File: src/rtl/cory_demux4_pkg.sv
// Shared constants and helpers for the tagged 4-way return demux.
// Statistics are enabled by defining CORY_DEMUX4_TAGGED_STAT_EN.
package cory_demux4_pkg;

    localparam int TAG_W  = 2;
    localparam int NUM_CH = 4;

    function automatic int ptr_width(input int depth);
        return $clog2(depth) + 1;
    endfunction

    // The 33-bit sum keeps a carry out of bit 31 from looking like a small value.
    function automatic logic [31:0] sat_add(input logic [31:0] a,
                                            input logic [31:0] b,
                                            input logic [31:0] max_v);
        logic [32:0] sum;
        sum = {1'b0, a} + {1'b0, b};
        return (sum > {1'b0, max_v}) ? max_v : sum[31:0];
    endfunction

endpackage

File: src/rtl/_cory_demux4_fifo.sv
// D-deep, W-wide FIFO with valid/ready on both sides. The head is read
// straight from the storage registers, so there is no input-to-output path.
module _cory_demux4_fifo
    import cory_demux4_pkg::*;
#(
    parameter int W = 8,
    parameter int D = 2
) (
    input  logic         clk,
    input  logic         reset,
    input  logic         i_v,
    input  logic [W-1:0] i_d,
    output logic         o_r,
    output logic         o_v,
    output logic [W-1:0] o_d,
    input  logic         i_r
);

    localparam int PW = ptr_width(D);
    localparam int AW = PW - 1;

    logic [PW-1:0] wr_q, wr_d;
    logic [PW-1:0] rd_q, rd_d;
    logic [W-1:0]  mem_q [D];
    logic [W-1:0]  mem_d [D];
    logic          full;
    logic          empty;
    logic          push;
    logic          pop;

    // Pointers carry one extra bit so full and empty are distinguishable.
    assign full  = (wr_q ^ rd_q) == PW'(D);
    assign empty = (wr_q == rd_q);
    assign o_r   = !full;
    assign o_v   = !empty;
    assign o_d   = mem_q[rd_q[AW-1:0]];
    assign push  = i_v && !full;
    assign pop   = !empty && i_r;

    always_comb begin
        mem_d = mem_q;
        wr_d  = wr_q;
        rd_d  = rd_q;
        if (push) begin
            mem_d[wr_q[AW-1:0]] = i_d;
            wr_d                = wr_q + PW'(1);
        end
        if (pop) begin
            rd_d = rd_q + PW'(1);
        end
    end

    // Storage needs no reset; clearing the pointers discards buffered beats.
    always_ff @(posedge clk) begin
        mem_q <= mem_d;
        if (reset) begin
            wr_q <= '0;
            rd_q <= '0;
        end else begin
            wr_q <= wr_d;
            rd_q <= rd_d;
        end
    end

endmodule

File: src/rtl/cory_demux4_tagged.sv
// Routes a tagged stream back to 4 channels, each with a private FIFO.
// Define CORY_DEMUX4_TAGGED_STAT_EN for saturating weighted beat counters.
module cory_demux4_tagged
    import cory_demux4_pkg::*;
#(
    parameter int N = 8,
    parameter int L = 4,
    parameter int B = 8,
    parameter int D = 2
) (
    input  logic             clk,
    input  logic             reset,
    input  logic             i_a_v,
    input  logic [N-1:0]     i_a_d,
    input  logic [TAG_W-1:0] i_a_s,
    input  logic [L-1:0]     i_a_wt,
    output logic             o_a_r,
    output logic             o_z0_v,
    output logic [N-1:0]     o_z0_d,
    input  logic             i_z0_r,
    output logic             o_z1_v,
    output logic [N-1:0]     o_z1_d,
    input  logic             i_z1_r,
    output logic             o_z2_v,
    output logic [N-1:0]     o_z2_d,
    input  logic             i_z2_r,
    output logic             o_z3_v,
    output logic [N-1:0]     o_z3_d,
    input  logic             i_z3_r,
    output logic [B:0]       o_st_cnt0,
    output logic [B:0]       o_st_cnt1,
    output logic [B:0]       o_st_cnt2,
    output logic [B:0]       o_st_cnt3,
    input  logic             i_st_clr,
    output logic             o_busy
);

`ifdef CORY_DEMUX4_TAGGED_STAT_EN
    localparam int FW = N + L;
`else
    localparam int FW = N;
`endif

    logic [NUM_CH-1:0] ch_push_v;
    logic [NUM_CH-1:0] ch_r;
    logic [NUM_CH-1:0] ch_v;
    logic [NUM_CH-1:0] ch_rdy_in;
    logic [FW-1:0]     ch_d [NUM_CH];
    logic [FW-1:0]     in_word;

    assign ch_rdy_in = {i_z3_r, i_z2_r, i_z1_r, i_z0_r};

    for (genvar k = 0; k < NUM_CH; k++) begin : g_ch
        assign ch_push_v[k] = i_a_v && (i_a_s == TAG_W'(k));

        _cory_demux4_fifo #(
            .W (FW),
            .D (D)
        ) u_fifo (
            .clk   (clk),
            .reset (reset),
            .i_v   (ch_push_v[k]),
            .i_d   (in_word),
            .o_r   (ch_r[k]),
            .o_v   (ch_v[k]),
            .o_d   (ch_d[k]),
            .i_r   (ch_rdy_in[k])
        );
    end

    // Ready only reflects the tagged channel, so other channels never stall us.
    assign o_a_r  = ch_r[i_a_s];
    assign o_busy = |ch_v;

    assign o_z0_v = ch_v[0];
    assign o_z1_v = ch_v[1];
    assign o_z2_v = ch_v[2];
    assign o_z3_v = ch_v[3];
    assign o_z0_d = ch_d[0][N-1:0];
    assign o_z1_d = ch_d[1][N-1:0];
    assign o_z2_d = ch_d[2][N-1:0];
    assign o_z3_d = ch_d[3][N-1:0];

`ifdef CORY_DEMUX4_TAGGED_STAT_EN
    localparam int          CW      = B + 1;
    localparam logic [31:0] CNT_MAX = 32'((64'd1 << CW) - 64'd1);

    logic [NUM_CH-1:0] ch_pop;
    logic [CW-1:0]     cnt_q [NUM_CH];
    logic [CW-1:0]     cnt_d [NUM_CH];

    assign in_word = {i_a_wt, i_a_d};
    assign ch_pop  = ch_v & ch_rdy_in;

    // The weight travels with the beat and is charged when the beat leaves.
    always_comb begin
        for (int k = 0; k < NUM_CH; k++) begin
            cnt_d[k] = cnt_q[k];
            if (i_st_clr) begin
                cnt_d[k] = '0;
            end else if (ch_pop[k]) begin
                cnt_d[k] = CW'(sat_add(32'(cnt_q[k]),
                                       32'(ch_d[k][FW-1:N]) + 32'd1,
                                       CNT_MAX));
            end
        end
    end

    always_ff @(posedge clk) begin
        if (reset) begin
            for (int k = 0; k < NUM_CH; k++) begin
                cnt_q[k] <= '0;
            end
        end else begin
            cnt_q <= cnt_d;
        end
    end

    assign o_st_cnt0 = cnt_q[0];
    assign o_st_cnt1 = cnt_q[1];
    assign o_st_cnt2 = cnt_q[2];
    assign o_st_cnt3 = cnt_q[3];
`else
    logic unused_stat;

    assign in_word     = i_a_d;
    assign o_st_cnt0   = '0;
    assign o_st_cnt1   = '0;
    assign o_st_cnt2   = '0;
    assign o_st_cnt3   = '0;
    assign unused_stat = ^{i_st_clr, i_a_wt};
`endif

endmodule
File: config.mk
export PLATFORM = sky130hd
export DESIGN_NAME = cory_demux4_tagged
export DESIGN_NICKNAME = d
export VERILOG_FILES = /design/src/rtl/cory_demux4_pkg.sv /design/src/rtl/_cory_demux4_fifo.sv /design/src/rtl/cory_demux4_tagged.sv
export SDC_FILE = /design/constraint.sdc
export NUM_CORES = 1
export LEC_CHECK = 0
export CORE_MARGIN = 2
export CORE_UTILIZATION = 40
export CTS_CLUSTER_SIZE = 25
export DETAILED_ROUTE_END_ITERATION = 8
export HOLD_SLACK_MARGIN = 0.03
export PLACE_DENSITY = 0.68
export SYNTH_ARGS = -nofsm -noshare
export SYNTH_HDL_FRONTEND = slang
export SYNTH_SLANG_ARGS = --single-unit
File: constraint.sdc
create_clock -name clk -period 5.3 [get_ports clk]
set_clock_uncertainty 0.05 [all_clocks]
set_input_delay 1.06 -clock clk [delete_from_list [all_inputs] [get_ports clk]]
set_output_delay 1.06 -clock clk [all_outputs]
set_load 0.02 [all_outputs]
Yosys cells after proc, flatten, opt, wreduce, memory -nomap -nowiden
Index checks and enable logic that the tools add are counted.
{"block": "word_totals", "ff_bits": 80, "in_bits": 22, "output_inout_bits": 74, "elab_cells": 112}
{"block": "classes", "addsub": 8, "n_lt_le_gt_ge": 13, "eq_ne": 11, "mux": 26, "bitwise": 12, "n_reduce_logical": 26}
{"op": "8-bit 2-to-1 mux", "n": 16}
{"op": "16-bit bitwise mux", "n": 4}
{"op": "8-bit demux with 1-bit select", "n": 4}
{"op": "2-bit by 1-bit adder with 2-bit output, second input constant", "n": 8}
{"op": "2-bit greater-or-equal comparator, second input constant", "n": 8}
{"op": "1-bit logical AND", "n": 16}
{"op": "1-bit NOT with 2-bit output", "n": 8}
{"op": "2-bit equality test, second input constant", "n": 6}
{"op": "2-bit equality test", "n": 4}
{"op": "1-bit logical NOT", "n": 8}
{"op": "2-bit by 1-bit < comparator with 1-bit output, second input constant", "n": 4}
{"op": "2-bit bitwise XOR", "n": 4}
{"op": "4-bit OR reduction", "n": 1}
{"op": "2-bit by 3-bit < comparator with 1-bit output, second input constant", "n": 1}
{"op": "1-bit binary-select mux with 2-bit select", "n": 1}
{"op": "2-bit by 1-bit equality test with 1-bit output, second input constant", "n": 1}
{"op": "2-bit logical NOT", "n": 1}
{"op": "1-bit 2-to-1 mux", "n": 1}

Logic depth before layout (Yosys ltp)
Gate-level depths: netlist (run 1).
{"block": "logic_depth", "ltp_word": 6, "ltp_mapped": 4, "depth_no_buf": 3}

Modules after synthesis
Synthesis (run 1) repeated with hierarchy kept, for this count alone.
{"block": "unflattened", "cells_unflattened": 267, "hier_area_um2": 3607.2}
{"module": "_cory_demux4_fifo", "n_inst": 4, "cells_each": 56, "area_per_inst_um2": 817.0, "seq_area_each_um2": 560.5}
{"module": "cory_demux4_tagged", "n_inst": 1, "cells_each": 43, "area_per_inst_um2": 339.1, "seq_area_each_um2": 0.0}

Worst setup path before layout (run 1)
Ideal clock, no wire load.
{"block": "synth_timing", "kind": "input to output", "start": "input port i_a_s[1]", "end": "output port o_a_r", "t_arrival_ns": 1.635, "t_required_ns": 4.190, "path_slack_ns": 2.555, "stages": 2, "path_buffers": 1, "path_cell_list": "buf_2 mux4_2"}
{"block": "synth_between", "elab_chain_cells": 2}
{"item": "from (decl)", "line": "cory_demux4_tagged.sv:15", "rtl": "input logic [TAG_W-1:0] i_a_s,"}
{"item": "1-bit binary-select mux with 2-bit select", "line": "cory_demux4_tagged.sv:72", "rtl": "assign o_a_r = ch_r[i_a_s];"}
{"item": "1-bit 2-to-1 mux (not written as such)", "line": "cory_demux4_tagged.sv:72"}
{"item": "to (decl)", "line": "cory_demux4_tagged.sv:17", "rtl": "output logic o_a_r,"}
Every way passes these cells. The select of a mux whose other input is x is not followed.

Final worst setup path (run 1)
{"block": "layout_timing", "start": "input port i_a_s[0]", "end": "output port o_a_r"}
Same word-level chain as after synthesis.

==> results of run 1 <==
-- cell families after synthesis --
family	after synthesis
xor+xnor	12
mux	45
buf+inv	47
compound gates	20
simple gates	54
other cells	1
flops	80
-- cell usage after synthesis --
cell / n
a2111oi_4: 2
a211o_1: 3
a211oi_1: 2
a211oi_2: 1
a21boi_0: 4
a21boi_1: 1
a21oi_1: 6
a41oi_1: 1
and2_1: 3
and2b_1: 2
buf_1: 2
buf_2: 6
buf_4: 36
conb_1: 1
dfxtp_1: 16
edfxtp_1: 64
inv_1: 3
mux2_1: 7
mux2_2: 35
mux2_4: 2
mux4_2: 1
nand2_1: 15
nand2b_1: 3
nand3_1: 1
nand3b_1: 1
nand4_1: 1
nor2_1: 16
nor2b_1: 11
or4_1: 1
xnor2_1: 7
xnor2_2: 1
xor2_1: 2
xor2_2: 2
-- flip-flops by register name, summed over array words and instances (netlist names) --
register	count
g_ch.u_fifo.mem_q	64
g_ch.u_fifo.rd_q	8
g_ch.u_fifo.wr_q	8
-- cell usage in the layout, fill, tap and decap left out, types with 3 or more instances in the layout --
master and count:
mux2_2 35, dfxtp_1 16, and2_1 3, xnor2_1 7
nor2_1 16, clkdlybuf4s50_1 54, nand2b_1 3, inv_1 3
a211o_1 3, nand2_1 15, clkbuf_8 9, edfxtp_1 64
nor2b_1 11, conb_1 36, a21oi_1 6, mux2_1 7
a21boi_0 4
-- final timing paths --
kind | slack (ps) | to
worst max register to register | 3000 | g_ch[3].u_fifo.wr_q[1]
worst min-delay path | 480 | g_ch[0].u_fifo.rd_q[1]
worst min register to register | 480 | g_ch[0].u_fifo.rd_q[1]
worst max-delay path | 1460 | o_a_r
-- report_power, final --
part | total [mW] | leakage [nW] | switching, mW | internal [mW]
sequential | 0.732 | 0.711 | 0.0329 | 0.699
combinational | 0.285 | 0.731 | 0.149 | 0.136
clock | 0.491 | 0.107 | 0.223 | 0.268
total | 1.51 | 1.55 | 0.405 | 1.10
-- area by class of cell --
cell class / instances / area share, %
flip-flops and latches: 80 / 51.1
multi-input cells: 167 / 28.2
repair buffers: 54 / 12.3
well taps: 108 / 3.08
clock buffers: 10 / 2.91
clock inverters: 6 / 2.05
inverters: 3 / 0.257
-- worst max-delay path: stages --
cell             delay [ps]
clkdlybuf4s50_1         570
mux4_2                  530
clkdlybuf4s50_1         560
-- stage by stage --
| step | hold WS (ps) | setup WS (ps) | cells |
|---|---|---|---|
| after floorplan | 436 | 2550 | 294 |
| after detailed placement | 472 | 1490 | 412 |
| final | 484 | 1460 | 428 |
| after CTS | 484 | 1470 | 428 |
| after global placement | 447 | 1470 | 412 |
| after global routing | 517 | 1440 | 428 |
-- routing by layer --
metal	share of wire, %	vias up	routed length, um
met5	0	-	0
met4	0.43	0	28
met3	5.1	2	331
met2	50	74	3250
met1	44	996	2870
li1	-	964	-
==> results.json, run 1 <==
{
  "max_cap_viol_count": 0,
  "r2r_cells": 3,
  "drt-pass1-iter-count": 4,
  "syn_inst": 259,
  "stdcell_area_um2": 4380,
  "core_area_um2": 8810,
  "worst_margin_slew_ps": 1060,
  "drc_errors": 0,
  "hold_path_startpoint": "g_ch[0].u_fifo.rd_q[1]",
  "grt_pass1_vias": 1968,
  "nFillCells": 772,
  "portBuffers": 54,
  "critical_path.startpoint": "i_a_s[0]",
  "tritoncts.num_buffers": 9,
  "fin_nets": 337,
  "clk-insertion-delay-late_ps": 350,
  "clock_tree.root_cell": "clkbuf_8",
  "hold_violation_total_from_the_final_report": 0,
  "antenna_found_initial": 0,
  "ant_nets": 0,
  "cts_tree": "built",
  "initial_core_util_pct": 41.6,
  "critPathCaptureType": "output port",
  "setup-violations-final": 0,
  "grt_pass1_wl_mm": 10.0,
  "cts_max_level": 3,
  "multi_input_comb_area_um2": 1240,
  "postCtsSetupRepairBufs": 0,
  "arrival_time_at_the_worst_endpoint_ps": 2730,
  "gr-total-overflow": 0,
  "regToRegStartpoint": "g_ch[3].u_fifo.rd_q[0]",
  "cp-start-kind": "input pin",
  "placed_area_um2": 4170,
  "synthesis_stage_register_bit_count": 80,
  "synth.lib_cells_used.distinct": 33,
  "synth_simple_gate_area_share_pct": 7.20,
  "synth-compound-area-share_pct": 5.05,
  "min_path_cells": 2,
  "vias_per_cell": 4.76,
  "die_x_um": 99.8,
  "holdBufCountCts": 0,
  "fin_setup_tns_ps": 0,
  "grt_setup_unrepaired": "no",
  "num_io_pins": 96,
  "syn-cell-area_um2": 3670,
  "yosys-top-cells-area": "edfxtp_1 52%, mux2_2 11%, dfxtp_1 8.7%",
  "synthDominantAreaCellType": "edfxtp_1",
  "drv_slew": 0,
  "largest_family_of_logic_cells_by_synthesized_area": "multiplexers",
  "cts.path.max_buffers": 2,
  "ff_latch_area_um2": 2240,
  "yosys_warning_total": 0,
  "drt-initial-drc-count": 80,
  "flow.area_growth_from_synthesis_pct": 19.5,
  "design_power_total_mw": 1.51,
  "hp-class": "flop to flop",
  "avg_synthesized_cell_area_um2": 14.2,
  "p_leak_nw": 1.55,
  "grt_usage_pct": 13.6,
  "synth-adder-area-share_pct": 0,
  "grt_max_degree": 29,
  "postLayoutCoreUtil_pct": 49.8,
  "use_met2_pct": 21.3,
  "grt.met1_usage_pct": 17.5,
  "insertedDiodeCount": 0,
  "min_period_ps": 3840,
  "total_power_per_unit_cell_area_nw_per_um2": 344,
  "post_synth_xor_area_fraction_pct": 3.48,
  "worstSetupPathType": "input pin to output port",
  "synth_top_cell_area_share_pct": 52.4,
  "die_h_um": 99.8,
  "std_cell_rows": 34,
  "cts.reportedPaths.clkPinSlew_ps": 80,
  "clock-sinks": 80,
  "fmax_ghz": 0.261,
  "synth_mux_area_share_pct": 14.3,
  "layout-drive-gt1-share_pct": 18.4,
  "global_route.peak_usage_layer": "met2",
  "place.gp.congestion": 0.755,
  "worstPathRequired_ps": 4190,
  "synth_sequential_area_ratio_pct": 61.1,
  "via_total_after_detailed_routing": 2036,
  "max-vdd-ir-drop_mv": 0.184,
  "detail_route.wl_per_cell_um": 15.2,
  "post_cts.resized_instances": 0,
  "result_of_the_run": "complete, no violations",
  "routed_wirelength_mm": 6.49,
  "crit_fanout": 6,
  "dp_hpwl_mm": 4.55,
  "die_area_um2": 9950,
  "max_slew_margin_pct": 29.3,
  "final.period_utilization_pct": 72.4,
  "groute.layer.met3.usage_pct": 5.34
}
Note: power is estimated with default switching activity, not from simulation.
==> inputs of run 2 (changes only) <==
Settings changed: PLACE_DENSITY 0.68 to 0.7.
Clock period 5.3 ns to 3.5 ns, I/O delays scaled along.
==> results.json, run 2 (synthesis gave the netlist of run 1 again) <==
{
  "die_area_um2": 9950,
  "clk-insertion-delay-late_ps": 340,
  "drc_errors": 0,
  "cts_tree": "built",
  "switching_share_pct": 26.7,
  "worst_margin_slew_ps": 810,
  "r2r_cells": 3,
  "seqPwrFrac_pct": 47.8,
  "setup-violations-final": 0,
  "portion_of_total_power_attributed_to_combinational_logic_pct": 20.0,
  "fmax_ghz": 0.316,
  "antenna_found_initial": 0,
  "place_inst": 419,
  "min_path_cells": 2,
  "cellInternalPower_mw": 1.67,
  "worstSetupPathType": "flop to output port",
  "layout-drive-gt1-share_pct": 19.9,
  "max_flop_register": "g_ch.u_fifo.mem_q",
  "vias_per_cell": 4.69,
  "regToRegStartpoint": "g_ch[0].u_fifo.rd_q[0]",
  "worst-r2r-setup-slack_ps": 1430,
  "max_cap_viol_count": 0,
  "hold_path_startpoint": "g_ch[2].u_fifo.rd_q[1]",
  "portBuffers": 54,
  "min_period_ps": 3160,
  "max-vdd-ir-drop_mv": 0.233,
  "grt_setup_unrepaired": "no",
  "hold_violation_total_from_the_final_report": 0,
  "tritoncts.num_buffers": 9,
  "cts.path.max_buffers": 2,
  "holdPathEnd": "g_ch[2].u_fifo.rd_q[1]",
  "post_cts.resized_instances": 0,
  "dp_hpwl_mm": 4.60,
  "drt-pass1-iter-count": 4,
  "worst_r2r_dst": "g_ch[0].u_fifo.mem_q[11]",
  "num_io_pins": 96,
  "fin_nets": 344,
  "drv_slew": 0,
  "critPathCaptureType": "output port",
  "insertedDiodeCount": 0,
  "critical_path.startpoint": "g_ch[0].u_fifo.rd_q[0]",
  "most-common-layout-cells": "64 x edfxtp_1, 54 x clkdlybuf4s50_1, 36 x conb_1, 35 x mux2_2",
  "total_power_per_unit_cell_area_nw_per_um2": 514,
  "grt_max_degree": 16,
  "grt_pass1_vias": 2012,
  "power.share.clock_pct": 32.2,
  "grt_pass1_wl_mm": 10.4,
  "clock-sinks": 80,
  "postCtsSetupRepairBufs": 0,
  "layout.cells.non_filler": 435,
  "initial_core_util_pct": 41.6,
  "gr-total-overflow": 0,
  "p_leak_nw": 1.59,
  "clock_tree.root_cell": "clkbuf_8",
  "largest_register_ff_count": 64,
  "arrival_time_at_the_worst_endpoint_ps": 2410,
  "core_area_um2": 8810,
  "crit_fanout": 13,
  "result_of_the_run": "complete, no violations",
  "cts.reportedPaths.clkPinSlew_ps": 70,
  "design_power_total_mw": 2.28,
  "flow.area_growth_from_synthesis_pct": 21.0,
  "worstPathRequired_ps": 2750,
  "drt-initial-drc-count": 44,
  "place.gp.congestion": 0.769,
  "fin_setup_tns_ps": 0,
  "die_h_um": 99.8,
  "p_sw_uw": 609,
  "detail_route.wl_per_cell_um": 15.2,
  "mostFrequentLayoutCell": "edfxtp_1",
  "die_x_um": 99.8,
  "grt_usage_pct": 14.0,
  "cp-start-kind": "flop",
  "hp-class": "flop to flop",
  "routed_wirelength_mm": 6.60,
  "std_cell_rows": 34,
  "cts_max_level": 3,
  "max_slew_margin_pct": 46.0,
  "holdBufCountCts": 0,
  "via_total_after_detailed_routing": 2039,
  "ant_nets": 0,
  "final.period_utilization_pct": 90.4,
  "biggestRegsByFlops": "g_ch.u_fifo.mem_q x64, g_ch.u_fifo.rd_q x8, g_ch.u_fifo.wr_q x8"
}
==> run 2: cell count changes in the layout (fill, tap and decap cells not counted), sizes merged <==
| cell | change |
|---|---|
| buf | +7 |
| clkinv | +2 |
| clkbuf | -1 |
| clkinvlp | -1 |
==> run 2: final cells by class <==
class                           instances  area, um2
Fill cell                             783       4370
Clock buffer                            9        124
Clock inverter                          7       93.8
Tap cell                              108        135
Sequential cell                        80       2240
Multi-Input combinational cell        167       1240
Inverter                                3       11.3
Timing Repair Buffer                   61        593
==> run 2: worst max-delay path: stages (launching register included) <==
cell and delay (ps):
dfxtp_1 710, xnor2_1 250, nand2_1 90, mux4_2 460, clkdlybuf4s50_1 560
==> run 2: worst max path at each step <==
| stage | to | slack (ps) |
|---|---|---|
| 3_5_place_dp | o_a_r | 410 |
| 2_1_floorplan | o_busy | 1320 |
| 5_1_grt | o_busy | 180 |
| 4_1_cts | o_busy | 280 |
| 3_3_place_gp | o_a_r | 390 |
| 6_report | o_a_r | 340 |
==> run 2: layer usage <==
metal  vias up  track usage [%]  wire length, um
met2        66             23.3             3320
met3         2             4.78              366
li1        976                -                -
met1       995             17.5             2890
met5         -                0                0
met4         0             3.48               29
==> run 2: per-stage QoR <==
step	area (um2)	worst slack [ps]	hold WS, ps	utilization [%]
2_1_floorplan	3800	1320	436	-
3_3_place_gp	4220	389	454	47.9
3_5_place_dp	4220	406	463	47.9
4_1_cts	4440	276	475	50.4
5_1_grt	4440	183	515	50.4
6_report	4440	337	472	50.4
==> run 2: power groups by stage <==
stage / Combinational [mW] / Clock, mW / Sequential, mW
finish: 0.456 / 0.735 / 1.09
global route: 0.491 / 0.792 / 1.10
CTS: 0.461 / 0.750 / 1.09
detailed placement: 0.458 / 0 / 1.11
global placement: 0.453 / 0 / 1.11
floorplan: 0.316 / 0 / 1.10
==> inputs of run 3 (changes only) <==
--- a/config.mk
+++ b/config.mk
@@ -6,10 +6,12 @@
 export NUM_CORES = 1
 export LEC_CHECK = 0
+export CELL_PAD_IN_SITES_DETAIL_PLACEMENT = 1
+export CELL_PAD_IN_SITES_GLOBAL_PLACEMENT = 2
 export CORE_MARGIN = 2
-export CORE_UTILIZATION = 40
+export CORE_UTILIZATION = 29
 export CTS_CLUSTER_SIZE = 25
 export DETAILED_ROUTE_END_ITERATION = 8
 export HOLD_SLACK_MARGIN = 0.03
-export PLACE_DENSITY = 0.7
+export PLACE_DENSITY_LB_ADDON = 0.1
 export SYNTH_ARGS = -nofsm -noshare
 export SYNTH_HDL_FRONTEND = slang
==> constraint.sdc (replaced) <==
create_clock -name clk -period 3.5 [get_ports clk]
set_clock_uncertainty 0.05 [all_clocks]
set_input_delay 0.525 -clock clk [delete_from_list [all_inputs] [get_ports clk]]
set_output_delay 0.525 -clock clk [all_outputs]
set_load 0.02 [all_outputs]
==> results.json, run 3 (synthesis gave the netlist of run 1 again) <==
{
  "layout-drive-gt1-share_pct": 19.4,
  "drt-initial-drc-count": 65,
  "gr-total-overflow": 0,
  "ant_nets": 0,
  "min_period_ps": 3120,
  "holdBufCountCts": 0,
  "most-common-layout-cells": "64 x edfxtp_1, 54 x clkdlybuf4s50_1, 36 x conb_1, 35 x mux2_2",
  "routed_wirelength_mm": 7.24,
  "grt_pass1_wl_mm": 11.2,
  "max_flop_register": "g_ch.u_fifo.mem_q",
  "portBuffers": 54,
  "core_area_um2": 12500,
  "grt_setup_unrepaired": "no",
  "clock_tree.root_cell": "clkbuf_16",
  "max_cap_viol_count": 0,
  "vias_per_cell": 4.07,
  "timing.critical_path.slowest_cell_delay_ps": 740,
  "critPathSlowestCell": "dfxtp_1",
  "result_of_the_run": "complete, no violations",
  "stdcell_area_um2": 4580,
  "mostFrequentLayoutCell": "edfxtp_1",
  "die_h_um": 116,
  "fmax_ghz": 0.321,
  "worst_margin_slew_ps": 819,
  "hp-class": "flop to flop",
  "worst-r2r-setup-slack_ps": 1260,
  "grt_pass1_vias": 2047,
  "fin_setup_tns_ps": 0,
  "die_x_um": 116,
  "final.period_utilization_pct": 89.0,
  "std_cell_rows": 41,
  "clock-sinks": 80,
  "critical_path.cell_chain": "xnor2_1 -> nand2_1 -> or4_1 -> clkdlybuf4s50_1",
  "hold_violation_total_from_the_final_report": 0,
  "dp_hpwl_mm": 5.05,
  "cts.path.max_buffers": 2,
  "grt_usage_pct": 11.4,
  "hold_slack_ps": 470,
  "clk-insertion-delay-late_ps": 330,
  "cp-start-kind": "flop",
  "placed_area_um2": 4280,
  "post_cts.resized_instances": 0,
  "drc_errors": 0,
  "worstSetupPathType": "flop to output port",
  "critPathCaptureType": "output port",
  "detail_route.wl_per_cell_um": 14.6,
  "critical-path-top-delay-family": "flip-flops",
  "p_leak_nw": 1.61,
  "fin_nets": 342,
  "cts_max_level": 3,
  "cts.reportedPaths.clkPinSlew_ps": 60,
  "insertedDiodeCount": 0,
  "critPathBufInv": 1,
  "largest_register_ff_count": 64,
  "drt-pass1-iter-count": 4,
  "via_total_after_detailed_routing": 2024,
  "antenna_found_initial": 0,
  "setup-violations-final": 0,
  "biggestRegsByFlops": "g_ch.u_fifo.mem_q x64, g_ch.u_fifo.rd_q x8, g_ch.u_fifo.wr_q x8",
  "total_power_per_unit_cell_area_nw_per_um2": 543,
  "grt_max_degree": 29,
  "max_slew_margin_pct": 45.4,
  "cts_tree": "built",
  "num_io_pins": 96,
  "nFillCells": 1331,
  "drv_slew": 0,
  "initial_core_util_pct": 29.4,
  "die_area_um2": 13600,
  "place.gp.congestion": 0.709,
  "worstPathRequired_ps": 2920,
  "crit_fanout": 13,
  "arrival_time_at_the_worst_endpoint_ps": 2540,
  "design_power_total_mw": 2.49,
  "max-vdd-ir-drop_mv": 0.225,
  "tritoncts.num_buffers": 9,
  "postCtsSetupRepairBufs": 0,
  "flow.area_growth_from_synthesis_pct": 24.9
}
==> run 3: cell count changes in the layout (fill, tap and decap cells not counted), sizes merged <==
cell	delta
clkinv	-1
bufinv	-1
buf	-2
clkinvlp	+2
==> run 3: path summary, 6_finish.rpt <==
check                         startpoint                  endpoint  cells after the start
setup reg to reg  g_ch[0].u_fifo.rd_q[0]  g_ch[0].u_fifo.mem_q[12]                      3
hold reg to reg   g_ch[2].u_fifo.rd_q[1]    g_ch[2].u_fifo.rd_q[1]                      2
hold / removal    g_ch[2].u_fifo.rd_q[1]    g_ch[2].u_fifo.rd_q[1]                      2
setup / recovery  g_ch[2].u_fifo.rd_q[0]                    o_busy                      4
==> run 3: stage by stage <==
stage	worst slack, ps	util, %	std cells
after floorplan	1490	-	294
after detailed placement	683	34.4	481
after global placement	671	34.4	481
after CTS	328	36.7	497
final	383	36.7	497
after global routing	176	36.7	497
==> run 3: area by class of cell <==
cell class | count | area (um2) | share of cell area, %
Sequential cell | 80 | 2240 | 49.0
Inverter | 3 | 11.3 | 0.246
Clock buffer | 9 | 225 | 4.92
Tap cell | 172 | 215 | 4.70
Clock inverter | 7 | 70.1 | 1.53
Multi-Input combinational cell | 167 | 1240 | 27.0
Timing Repair Buffer | 59 | 578 | 12.6
==> run 3: worst register-to-register path: stages (launching register included) <==
cell,delay [ps]
dfxtp_1,730
xnor2_1,250
a211oi_1,420
and2_1,440
==> run 3: power by group <==
part           switching, mW  leakage [nW]  internal, mW  total (mW)
clock network          0.384         0.138         0.553       0.937
logic                  0.237         0.758         0.209       0.446
registers             0.0434         0.711          1.06        1.10
==> run 3: layer usage <==
layer  wire, um  share of wire, %  up-vias  GRT usage [%]
met5          0                 0        -              0
met4        131               1.8        0           4.76
met3        259               3.6       10           2.70
met2       3300                46       54           17.5
met1       3550                49      986           15.4
li1           -                 -      974              -
